$ cat config.mk
export PLATFORM = sky130hd
export DESIGN_NAME = perf_counter_bank
export DESIGN_NICKNAME = d
export VERILOG_FILES = /design/src/rtl/perf_counter_bank.sv
export SDC_FILE = /design/constraint.sdc
export NUM_CORES = 1
export LEC_CHECK = 0
export ABC_CLOCK_PERIOD_IN_PS = 5100
export BUFFER_PORTS_ARGS = -buffer_cell sky130_fd_sc_hd__buf_4
export CORE_UTILIZATION = 60
export DETAILED_ROUTE_END_ITERATION = 6
export PLACE_DENSITY = 0.76
export SYNTH_ARGS = -nofsm -noshare
export SYNTH_HDL_FRONTEND = slang
export SYNTH_SLANG_ARGS = --single-unit
$ cat constraint.sdc
create_clock -name clk -period 5.1 [get_ports clk]
set_clock_uncertainty 0.1 [all_clocks]
set_input_delay 0.51 -clock clk [delete_from_list [all_inputs] [get_ports clk]]
set_output_delay 0.51 -clock clk [all_outputs]
set_load 0.005 [all_outputs]
$ cat src/rtl/perf_counter_bank.sv
// rtl/perf_counter_bank.sv - memory-mapped bank of event counters with hi-word snapshot reads
module perf_counter_bank #(
    parameter int          NUM_CH    = 6,
    parameter int          CNT_WIDTH = 16,
    parameter logic [15:0] BASE_ADDR = 16'hFF00
) (
    input  logic              clk,
    input  logic              rst,
    input  logic [NUM_CH-1:0] event_in,
    input  logic [15:0]       mem_address,
    input  logic              mem_read,
    input  logic              mem_write,
    input  logic [15:0]       mem_wdata,
    output logic              hit,
    output logic [15:0]       mem_rdata,
    output logic              resp
);
    localparam logic [15:0] WIN_BYTES = 16'(4 * NUM_CH + 4);

    typedef enum logic {IDLE, ACK} state_t;
    state_t state, state_next;

    logic [CNT_WIDTH-1:0] cnt    [NUM_CH];
    logic [15:0]          shadow [NUM_CH];
    logic                 freeze, saturate;
    logic [NUM_CH-1:0]    ovf;

    logic [15:0] offset, rdata;
    logic [3:0]  sel;
    logic        sel_hi, req, do_rd, do_wr, ctrl_wr, ovf_wr, clear_all, hit_ch;
    logic [47:0] ext;

    logic [CNT_WIDTH-1:0] lo_val  [NUM_CH];
    logic [CNT_WIDTH-1:0] hi_val  [NUM_CH];
    logic [15:0]          lo_word [NUM_CH];
    logic [15:0]          hi_word [NUM_CH];
    logic [NUM_CH-1:0]    lo_wr, hi_wr, lo_rd, inc, ovf_set;

    // BASE_ADDR and the window size are even, so address bit 0 cannot change hit.
    assign offset = mem_address - BASE_ADDR;
    assign hit    = offset < WIN_BYTES;
    assign sel    = offset[5:2];
    assign sel_hi = offset[1];
    assign resp   = (state == ACK);

    always_comb begin
        state_next = state;
        req        = 1'b0;
        case (state)
            IDLE: if ((mem_read | mem_write) & hit) begin
                req        = 1'b1;
                state_next = ACK;
            end
            ACK:  state_next = IDLE;
            default: state_next = IDLE;
        endcase
    end

    assign do_wr     = req & mem_write;
    assign do_rd     = req & mem_read & ~mem_write;
    assign ctrl_wr   = do_wr & (sel == 4'(NUM_CH)) & ~sel_hi;
    assign ovf_wr    = do_wr & (sel == 4'(NUM_CH)) & sel_hi;
    assign clear_all = ctrl_wr & mem_wdata[1];

    // Per-channel store values, word views and the clear > store > event priority.
    always_comb begin
        ext     = '0;
        hit_ch  = 1'b0;
        lo_val  = '{default: '0};
        hi_val  = '{default: '0};
        lo_word = '{default: '0};
        hi_word = '{default: '0};
        lo_wr   = '0;
        hi_wr   = '0;
        lo_rd   = '0;
        inc     = '0;
        ovf_set = '0;
        for (int i = 0; i < NUM_CH; i++) begin
            ext        = 48'(cnt[i]);
            lo_word[i] = ext[15:0];
            hi_word[i] = ext[31:16];
            ext[15:0]  = mem_wdata;
            lo_val[i]  = ext[CNT_WIDTH-1:0];
            ext        = 48'(cnt[i]);
            ext[31:16] = mem_wdata;
            hi_val[i]  = ext[CNT_WIDTH-1:0];
            hit_ch     = (sel == 4'(i));
            lo_wr[i]   = do_wr & hit_ch & ~sel_hi;
            hi_wr[i]   = do_wr & hit_ch & sel_hi & (CNT_WIDTH > 16);
            lo_rd[i]   = do_rd & hit_ch & ~sel_hi;
            inc[i]     = event_in[i] & ~freeze & ~clear_all & ~lo_wr[i] & ~hi_wr[i];
            ovf_set[i] = inc[i] & (cnt[i] == '1);
        end
    end

    always_comb begin
        rdata = '0;
        for (int i = 0; i < NUM_CH; i++) begin
            if (sel == 4'(i)) rdata = sel_hi ? shadow[i] : lo_word[i];
        end
        if (sel == 4'(NUM_CH)) rdata = sel_hi ? 16'(ovf) : {13'b0, saturate, 1'b0, freeze};
    end

    always_ff @(posedge clk) begin
        if (rst) begin
            state     <= IDLE;
            mem_rdata <= '0;
            freeze    <= 1'b0;
            saturate  <= 1'b0;
            ovf       <= '0;
            for (int i = 0; i < NUM_CH; i++) begin
                cnt[i]    <= '0;
                shadow[i] <= '0;
            end
        end else begin
            state     <= state_next;
            mem_rdata <= do_rd ? rdata : '0;
            if (ctrl_wr) begin
                freeze   <= mem_wdata[0];
                saturate <= mem_wdata[2];
            end
            if (clear_all) ovf <= '0;
            else           ovf <= (ovf & ~(ovf_wr ? mem_wdata[NUM_CH-1:0] : '0)) | ovf_set;
            for (int i = 0; i < NUM_CH; i++) begin
                if (clear_all) begin
                    cnt[i]    <= '0;
                    shadow[i] <= '0;
                end else begin
                    if (lo_wr[i])      cnt[i] <= lo_val[i];
                    else if (hi_wr[i]) cnt[i] <= hi_val[i];
                    else if (inc[i])   cnt[i] <= (saturate && cnt[i] == '1) ? cnt[i]
                                                                            : cnt[i] + CNT_WIDTH'(1);
                    if (lo_rd[i]) shadow[i] <= hi_word[i];
                end
            end
        end
    end
endmodule

[After elaboration in Yosys (flattened, before gate mapping)]
Memories as Yosys holds them, arrays and structs flattened.
Cells that the tools add are included.
W data, S select, Z words.
Operators by class
  add/subtract/negate cells: 7
  order comparisons: 1
  equal/unequal tests: 12
  muxes and demuxes: 101
  bitwise gates (word level): 78
  reduce and logical (&&, ||, !) cells: 9
Operator list (number)
  $mux W16: 37
  $add A16 B1 Y16 const B: 6
  $eq A16 B16 Y1 const B: 6
  $mux W1: 61
  $and A1 B1 Y1: 44
  $or A1 B1 Y1: 19
  $lt A16 B5 Y1 const B: 1
  $sub A16 B16 Y16 const B: 1
  $eq A4 B3 Y1 const B: 3
  $mux W6: 2
  $not A1 Y1: 12
  $eq A4 B2 Y1 const B: 2
  $and A6 B6 Y6: 1
  $logic_and A1 B1 Y1: 6
  $not A6 Y6: 1
  $or A6 B6 Y6: 1
  $eq A4 B1 Y1 const B: 1
  $logic_not A4 Y1: 1
  $reduce_or A2 Y1: 2
  $pmux W1 S2: 1
Storage, ports and cells
  bits in registers: 25
  bits in writable memories: 96
  bits of input ports: 42
  output and inout port bits: 18
  word-level logic and storage cells: 214
  memories kept: 1
Memories
  cnt: depth 6, width 16, rd ports 6, clocked after memory_dff 0, write ports 6, RTL line 23  | logic [CNT_WIDTH-1:0] cnt [NUM_CH];

[Longest topological paths before layout]
  depth in word-level cells: 18
  gate-level depth with buffers: 9
  mapped depth without buffers: 6

[Least setup slack after synthesis]
No wires, ideal clock.
  path kind: input port to flip-flop
  from: in mem_address[4]
  to: mem cnt[2][0] (netlist: cnt[0][32]) (enable)
  library setup time: 0.394 ns
  data arrival time: 2.844 ns
  data required time: 4.606 ns
  path slack: 1.762 ns
  stages: 7
  path buffers: 2
  cells stage by stage: clkbuf_1 -> and3_1 -> or4_4 -> buf_6 -> nor3_2 -> nor2_1 -> a21oi_1
RTL lines
  start: declaration: RTL line 10  | input logic [15:0] mem_address,
  end: declaration: RTL line 23

==> summary.txt <==
Layout
  – Nets: 920
  – Ant. Diodes: 0
  – Area added between synthesis and finish: 15.23%
  – Fill count: 935
  – Finished Cell Area: 8843 sq um
  – Fraction of layout cells with a size suffix above 1: 0.1369

GRT
  – GRT overflow: 0
  – Global Route Usage Sum: 0.3892
  – Largest net degree at the start of global routing: 51
  – First-pass GRT wire length: 37520 um
  – Initial antenna violation count: 0
  – Vias in the first global route: 6653

Timing
  – Slew Viols, Final: 0
  – Final Cycle Share: 0.6025
  – Setup_tns: 0 ps
  – Unrepaired setup endpoints after global routing: false
  – Hold Fails Final Rpt: 0
  – Final min period: 3073 ps
  – Slew of the pin with the lowest slew margin: 866.3 ps
  – Slew headroom: 0.4203
  – Fmax: 325.4 MHz
  – Setup ws final: 2027 ps
  – Setup violators final: 0

Floorplan
  – I/O Pins: 60
  – Core area: 12260 sq um
  – Row count: 40
  – Die footprint: 13250 sq um
  – Die X: 115.1 um
  – Initial Utilization: 0.6259
  – Die Height: 115.1 um

Setup path
  – Slowest cell on crit path: or3_1
  – CP Max Fanout: 16
  – CP delay by family, top: simple AND/OR/NAND/NOR gates
  – Crit path largest cell delay: 710 ps
  – CP Buf/Inv Count: 0
  – Critical-path cell list: ha_1 -> nand2_1 -> nor4_1 -> and3_1 -> a21oi_1 -> or3_1
  – Crit path arrival time: 3020 ps
  – Critical Path End Type: flip-flop
  – CP Data Required Time: 5050 ps
  – Startpoint types: flip-flop
  – Kind of critical path: flip-flop to flip-flop

Run status
  – Status: completed

Yosys
  – Synth Instances: 819
  – Synth Flop Type: edfxtp_1
  – Asr flop ratio synth: 0
  – Synth cell types: 57
  – Synth Area per Inst: 9.371 sq um
  – Syn_nets: 867
  – Seq/Total Area, Yosys: 0.4408
  – Number of synthesized flops with an enable pin: 96
  – Yosys reg bits: 121
  – Synthesized cell area: 7675 sq um
  – YS warnings: 0

CTS
  – CTS resizes: 0
  – H-Tree Level Count: 4
  – Clk Latency, worst-skew pair: 430 ps
  – CTS Hold Bufs: 0
  – Cts bufs inserted: 17
  – Bufs on Longest Clock Path: 2
  – Root buffer cell: clkbuf_16
  – Postcts setup bufs: 0
  – CTS Sinks: 121
  – CTS tree: yes
  – Clock Pin Slew Worst Setup and Hold Paths: 60 ps

Place
  – DP Area: 8254 sq um
  – Placer Congestion: 1.009
  – Port Buffers: 58
  – Post-DP HPWL: 17550 um
  – Post-place setup slack: 1691 ps

Detailed routing
  – Top layer in use: met4
  – 1st-iter DRT viols: 1317
  – DRT Pass-1 Iters: 7
  – Via count: 7174
  – Avg WL per Cell: 23.63 um
  – Mean number of vias per cell: 6.819
  – Drt drc: 0
  – DR WL met2: 11220 um
  – Met1 WL: 9532 um
  – ANT nets after route: 0
  – Routed Wire Length: 24860 um
  – Routed length on met3: 3222 um

Power
  – Power Density: 305.9 nW/um^2
  – LEAKAGE: 3.060 nW
  – VDD IR max: 0.3004 mV
  – Pwr Total: 2.705 mW

Job
  – Max cap viols: 0

Worst hold path
  – HP Class: input pin to flip-flop
cell type report:
type / count / area (sq um) / area share
clock buffers: 19 / 432.9 / 0.04895
inverters: 22 / 87.58 / 0.009904
flip-flops and latches: 121 / 3383 / 0.3826
repair buffers: 71 / 533.0 / 0.06027
multi-input cells: 639 / 4040 / 0.4568
well taps: 168 / 210.2 / 0.02377
clock inverters: 12 / 156.4 / 0.01769
through the flow:
| stage | instances | utilization | hold WS, ps |
|---|---|---|---|
| 2_1_floorplan | 819 | - | 327.3 |
| 3_3_place_gp | 1021 | 0.6732 | 342.6 |
| 3_5_place_dp | 1021 | 0.6732 | 347.4 |
| 4_1_cts | 1052 | 0.7212 | 281.3 |
| 5_1_grt | 1052 | 0.7212 | 293.3 |
| 6_report | 1052 | 0.7212 | 278.3 |
state kept, by name (all words and copies together) (netlist names):
| signal | cells |
|---|---|
| cnt | 96 |
| mem_rdata | 16 |
| ovf | 6 |
| freeze | 1 |
| resp | 1 |
| saturate | 1 |
worst min-delay path: stages:
cell and delay [ps]:
buf_4 100, o21ai_0 70, nor2_1 90
report_power, final:
part           switching (mW)  internal, mW  total (mW)
combinational           0.163         0.102       0.265
sequential             0.0762          1.13        1.20
clock                   0.436         0.802        1.24
cell usage after synthesis (21+ instances only):
master / n / area share
inv_1: 21 / 0.010
a22oi_1: 21 / 0.021
edfxtp_1: 96 / 0.38
xnor2_1: 37 / 0.042
dfxtp_1: 25 / 0.065
xor2_1: 45 / 0.051
a21oi_1: 21 / 0.014
nand2_1: 111 / 0.054
nor2_1: 55 / 0.027
nand3_1: 48 / 0.031
clkbuf_1: 26 / 0.013
o21ai_0: 63 / 0.041
layer usage:
metal / GRT usage / vias to the layer above
met5: 0 / -
met3: 0.09963 / 68
met2: 0.5996 / 532
met1: 0.5263 / 3402
met4: 0.1567 / 0
li1: - / 3172
layout by cell type, fill, tap and decap left out, types with 5 or more instances in the layout:
cell	count
a21oi_1	21
a22oi_1	21
a31oi_1	11
and2_1	5
and3_1	19
and4_1	7
buf_4	71
clkbuf_16	17
clkinv_1	5
dfxtp_1	25
edfxtp_1	96
ha_1	6
inv_1	21
mux2i_1	14
mux4_2	5
nand2_1	111
nand2b_1	15
nand3_1	48
nand4_1	20
nor2_1	55
nor2b_1	7
nor3_1	18
nor4_1	12
o211ai_1	7
o21ai_0	63
o22ai_1	9
o2bb2ai_1	18
o32ai_1	14
or3_1	8
xnor2_1	37
xor2_1	45
worst paths after layout:
check / start / endpoint / slack (ps) / cells after the start
setup reg to reg: cnt[0][64] / cnt[0][71] / 2030 / 6
hold / removal: mem_write / resp / 280 / 3
setup / recovery: cnt[0][64] / cnt[0][71] / 2030 / 6
hold reg to reg: ovf[3] / mem_rdata[3] / 350 / 2
cell families after synthesis:
| family | count (synthesis) | share of synthesized area |
|---|---|---|
| mux | 23 | 0.03880 |
| compound gates | 182 | 0.1557 |
| flops | 121 | 0.4408 |
| buf+inv | 59 | 0.03277 |
| xor+xnor | 82 | 0.09358 |
| fa+ha+maj | 6 | 0.009781 |
| simple gates | 346 | 0.2286 |
Note: power is estimated with default switching activity, not from simulation.
